## src/rtl/axi_rd_arbiter.sv

```systemverilog
// Two-master to one-slave AXI4 read arbiter (AR/R channels).
// Round-robin grant, single burst in flight, master tag in ARID MSB.
module axi_rd_arbiter #(
  parameter int ADDR_W = 32,
  parameter int DATA_W = 64,
  parameter int ID_W   = 8
) (
  input  logic              uncoreclk,
  input  logic              uncorerstn,
  input  logic              s0_arvalid,
  output logic              s0_arready,
  input  logic [ADDR_W-1:0] s0_araddr,
  input  logic [ID_W-1:0]   s0_arid,
  input  logic [7:0]        s0_arlen,
  input  logic [2:0]        s0_arsize,
  input  logic [1:0]        s0_arburst,
  output logic              s0_rvalid,
  input  logic              s0_rready,
  output logic [DATA_W-1:0] s0_rdata,
  output logic [ID_W-1:0]   s0_rid,
  output logic [1:0]        s0_rresp,
  output logic              s0_rlast,
  input  logic              s1_arvalid,
  output logic              s1_arready,
  input  logic [ADDR_W-1:0] s1_araddr,
  input  logic [ID_W-1:0]   s1_arid,
  input  logic [7:0]        s1_arlen,
  input  logic [2:0]        s1_arsize,
  input  logic [1:0]        s1_arburst,
  output logic              s1_rvalid,
  input  logic              s1_rready,
  output logic [DATA_W-1:0] s1_rdata,
  output logic [ID_W-1:0]   s1_rid,
  output logic [1:0]        s1_rresp,
  output logic              s1_rlast,
  output logic              m_arvalid,
  input  logic              m_arready,
  output logic [ADDR_W-1:0] m_araddr,
  output logic [ID_W:0]     m_arid,
  output logic [7:0]        m_arlen,
  output logic [2:0]        m_arsize,
  output logic [1:0]        m_arburst,
  input  logic              m_rvalid,
  output logic              m_rready,
  input  logic [DATA_W-1:0] m_rdata,
  input  logic [ID_W:0]     m_rid,
  input  logic [1:0]        m_rresp,
  input  logic              m_rlast,
  output logic              busy
);

  typedef enum logic [1:0] {
    IDLE,
    ADDR,
    DATA
  } state_t;

  state_t state;
  logic   grant;
  logic   rr_ptr;
  logic   win;
  logic   accept;
  logic   in_data;
  logic   r_done;
  logic   unused_rid_msb;

  always_comb begin
    win = rr_ptr;
    unique case (1'b1)
      (s0_arvalid & ~s1_arvalid): win = 1'b0;
      (s1_arvalid & ~s0_arvalid): win = 1'b1;
      default:                    win = rr_ptr;
    endcase
  end

  // Ready is gated by reset so nothing handshakes while held in reset.
  assign accept = uncorerstn & (state == IDLE)
                & (s0_arvalid | s1_arvalid);
  assign s0_arready = accept & ~win;
  assign s1_arready = accept & win;

  assign in_data = (state == DATA);
  assign busy    = (state != IDLE);

  assign s0_rvalid = in_data & ~grant & m_rvalid;
  assign s1_rvalid = in_data & grant & m_rvalid;
  assign m_rready  = in_data
                   & (grant ? s1_rready : s0_rready);
  assign r_done    = in_data & m_rvalid
                   & m_rready & m_rlast;

  assign s0_rdata = m_rdata;
  assign s0_rid   = m_rid[ID_W-1:0];
  assign s0_rresp = m_rresp;
  assign s0_rlast = m_rlast;
  assign s1_rdata = m_rdata;
  assign s1_rid   = m_rid[ID_W-1:0];
  assign s1_rresp = m_rresp;
  assign s1_rlast = m_rlast;

  // Routing follows the grant register, not the returned tag.
  assign unused_rid_msb = m_rid[ID_W];

  always_ff @(posedge uncoreclk or negedge uncorerstn) begin
    if (!uncorerstn) begin
      state     <= IDLE;
      grant     <= 1'b0;
      rr_ptr    <= 1'b0;
      m_arvalid <= 1'b0;
      m_araddr  <= '0;
      m_arid    <= '0;
      m_arlen   <= '0;
      m_arsize  <= '0;
      m_arburst <= '0;
    end else begin
      case (state)
        IDLE: begin
          if (accept) begin
            grant     <= win;
            m_arvalid <= 1'b1;
            m_araddr  <= win ? s1_araddr : s0_araddr;
            m_arid    <= {win, win ? s1_arid : s0_arid};
            m_arlen   <= win ? s1_arlen : s0_arlen;
            m_arsize  <= win ? s1_arsize : s0_arsize;
            m_arburst <= win ? s1_arburst : s0_arburst;
            state     <= ADDR;
          end
        end
        ADDR: begin
          if (m_arready) begin
            m_arvalid <= 1'b0;
            state     <= DATA;
          end
        end
        DATA: begin
          if (r_done) begin
            rr_ptr <= ~grant;
            state  <= IDLE;
          end
        end
        default: state <= IDLE;
      endcase
    end
  end

endmodule

```

## config.mk

```make
export PLATFORM = sky130hd
export DESIGN_NAME = axi_rd_arbiter
export DESIGN_NICKNAME = d
export VERILOG_FILES = /design/src/rtl/axi_rd_arbiter.sv
export SDC_FILE = /design/constraint.sdc
export NUM_CORES = 1
export LEC_CHECK = 0
export BUFFER_PORTS_ARGS = -buffer_cell sky130_fd_sc_hd__buf_2
export CORE_AREA = 2 2 156 158
export DETAILED_ROUTE_END_ITERATION = 16
export DIE_AREA = 0 0 158 160
export GPL_TIMING_DRIVEN = 0
export MAX_ROUTING_LAYER = met4
export PLACE_DENSITY = 0.42
export SLEW_MARGIN = 20
export SYNTH_ARGS = -nofsm -noshare
export SYNTH_HDL_FRONTEND = slang
export SYNTH_SLANG_ARGS = --single-unit
```

## constraint.sdc

```tcl
create_clock -name uncoreclk -period 1.8 [get_ports uncoreclk]
set_input_delay 0.36 -clock uncoreclk [delete_from_list [all_inputs] [get_ports uncoreclk]]
set_output_delay 0.36 -clock uncoreclk [all_outputs]
set_load 0.02 [all_outputs]
```

==> impl_metrics.env <==
export IMPL_gp_congestion=0.691
export IMPL_path_cells="or4b_4 > buf_12 > nor2_4 > buf_6"
export IMPL_startpoint_type="flop"
export IMPL_grt_max_degree=26
export IMPL_fmaxAchievable_mhz=483
export IMPL_dpl_worst_slack_ns=-0.828
export IMPL_status="finished, violations left"
export IMPL_ys_seq_area_share_pct=37.6
export IMPL_timing_final_crit_share_pct=115
export IMPL_p_comb_share_pct=50.6
export IMPL_slew_violations=0
export IMPL_die_y_um=160
export IMPL_ctsHoldBuffers=2
export IMPL_area_delta_synth_final_pct=70.5
export IMPL_r2r_start="state[0]"
export IMPL_switching_share_pct=41.1
export IMPL_worst_pin_slew_ns=0.328
export IMPL_grt_pass1_vias=3676
export IMPL_clk_path_buf_depth=2
export IMPL_finalHoldViolCount=16
export IMPL_fin_ws_ns=-0.272
export IMPL_path_depth=4
export IMPL_peakVddDrop_v=0.000427
export IMPL_synth_distinct_cells=21
export IMPL_cp_num_buf_inv=2
export IMPL_multi_input_area_sq_um=1220
export IMPL_io_buffers=325
export IMPL_h_tree_depth=3
export IMPL_fillCellCount=2625
export IMPL_start_util_pct=16.2
export IMPL_drtIter0Drc=73
export IMPL_num_io_pins=401
export IMPL_die_w_um=158
export IMPL_clk_pin_slew_ns=0.05
export IMPL_reg2reg_depth=5
export IMPL_yosys_warnings=0
export IMPL_antenna_found_initial=1
export IMPL_hp_class="input port to asynchronous set/reset pin"
export IMPL_relSlewSlack_pct=77.5
export IMPL_ys_ff_latch=58
export IMPL_rows=57
export IMPL_gr_total_overflow=0
export IMPL_post_dp_hpwl_mm=10.8
export IMPL_p_int_uw=4800
export IMPL_clkPwrFrac_pct=21.8
export IMPL_grt_pass1_wl_mm=19.6
export IMPL_cap_violations=0
export IMPL_syn_cell_area_sq_um=3860
export IMPL_p_leak_uw=0.00376
export IMPL_fp_coreArea_sq_um=23800
export IMPL_rsz0062_at_grt="yes"
export IMPL_numCtsBuffers=9
export IMPL_crit_required_ns=1.44
export IMPL_firstDrtPassIters=4
export IMPL_final_nets=954
export IMPL_syn_inst=413
export IMPL_reg2reg_to="m_araddr[13]"
export IMPL_fin_cells=1091
export IMPL_path_max_fanout=3
export IMPL_setup_violations=3
export IMPL_dp_cells=1063
export IMPL_cts_tree="yes"
export IMPL_power_switching_uw=3350
export IMPL_max_stage_delay_ns=0.59
export IMPL_cp_end_kind="output pin"
export IMPL_vias=3772
export IMPL_fin_area_sq_um=6580
export IMPL_fin_skew_ns=0.00448
export IMPL_drc=0
export IMPL_clock_sinks=58
export IMPL_root_buffer="clkbuf_16"
export IMPL_hold_slack_ns=-0.0492
export IMPL_violations="negative hold slack, negative setup slack"
export IMPL_syn_nets=605
export IMPL_worst_setup_path_type="flop to output pin"
export IMPL_routed_wl_mm=13.7
export IMPL_grtUsageTotal_pct=10.6
export IMPL_wire_per_inst_um=12.6
export IMPL_drive_gt1_share_pct=69.7
export IMPL_rrSetupSlack_ns=0.08
export IMPL_critical_path_slowest_cell="or4b_4"
export IMPL_dieArea_sq_um=25300
export IMPL_placedInstanceArea_sq_um=5960
export IMPL_ant_nets=0
export IMPL_crit_arrival_ns=1.71
export IMPL_viasPerCell=3.46
export IMPL_pwr_share_seq_pct=27.5
export IMPL_syn_area_per_cell_sq_um=9.34
export IMPL_insertion_delay_ns=0.33
export IMPL_p_per_area_nw_per_um2=1240
export IMPL_finalCriticalPeriod_ns=2.07
export IMPL_critPathTopFamily="simple AND/OR/NAND/NOR gates"
export IMPL_register_area_sq_um=1450
export IMPL_tns_ns=-0.470
-- layout by cell type, fill, tap and decap left out, drive strengths merged --
master,n
buf,502
inv,3
nand2b,2
nand3b,1
nor2,4
nor3,1
bufbuf,1
clkbuf,17
and2,1
or4b,1
ha,2
bufinv,1
nand2,56
and4b,1
mux2i,56
o21ai,55
dfrtp,58
nor3b,1
or2,1
diode,1
nor4b,1
clkinv,1
-- kinds of logic (layout without fill, tap and decap cells) --
group                      count (synthesis)  in the layout  synth area share (%)
AOI/OAI and AO/OA                         55             55                  7.13
adders and majority gates                  2              2                 0.648
buffers and inverters                    172            525                  32.3
DFF                                       58             58                  37.6
muxes                                     56             56                  14.5
other                                      0              1                     0
and+or+nand+nor                           70             70                  7.75
-- how the worst max path moves through the flow --
| stage | from | to |
|---|---|---|
| floorplan | s1_arvalid | s1_arready |
| global placement | uncorerstn | s1_arready |
| detailed placement | uncorerstn | s1_arready |
| CTS | state[0] | s1_arready |
| global route | state[0] | s1_arready |
| finish | state[0] | s1_arready |
-- metal layers --
metal | wire length, um | GRT usage (%) | vias to the layer above
li1 | - | - | 1901
met1 | 5420 | 11.9 | 1645
met2 | 6890 | 18.7 | 218
met3 | 1330 | 2.96 | 8
met4 | 102 | 2.46 | 0
met5 | 0 | - | -
-- area by class of cell --
cell class | instances | share of cell area [%]
antenna | 1 | 0.0380
buffer | 167 | 19.5
clock buffer | 13 | 4.11
clock inverter | 2 | 0.533
inverter | 3 | 0.476
multi-input combinational | 183 | 18.6
sequential | 58 | 22.1
tap | 324 | 6.16
timing repair buffer | 340 | 28.5
-- Yosys cell counts, drive strengths merged --
master	instances	share of area [%]
and2	1	0.16
and4b	1	0.26
buf	165	32
clkbuf	4	0.52
dfrtp	58	38
ha	2	0.65
inv	3	0.29
mux2i	56	15
nand2	56	5.4
nand2b	2	0.32
nand3b	1	0.19
nor2	4	0.39
nor3	1	0.13
nor3b	1	0.19
nor4b	1	0.23
o21ai	55	7.1
or2	1	0.16
or4b	1	0.26
-- state kept, by name (all words and copies together) (netlist names) --
register	cells
m_arsize	3
rr_ptr	1
m_arvalid	1
m_arid	9
m_arburst	2
state	2
m_arlen	8
m_araddr	32
-- metrics by stage --
stage	util [%]	power [uW]
after floorplan	-	4670
after global placement	24.9	6110
after detailed placement	25.0	6130
after CTS	27.5	8310
after global routing	27.6	8800
final	27.6	8150
-- power by group through the flow --
stage / Clock (uW) / Sequential (uW) / Combinational [uW]
final: 1780 / 2250 / 4130
after global routing: 1940 / 2350 / 4520
after CTS: 1860 / 2250 / 4190
after detailed placement: 0 / 2270 / 3860
after global placement: 0 / 2260 / 3850
after floorplan: 0 / 2960 / 1710
-- repair_timing --
action,4_1_cts,5_1_grt
buffers inserted,10,1
gates cloned,1,0
pin swaps,2,6
gates resized for setup,34,22
setup endpoints to repair,56,53
hold endpoints to repair,25,16
No activity file was read; power rests on OpenSTA's default activity.
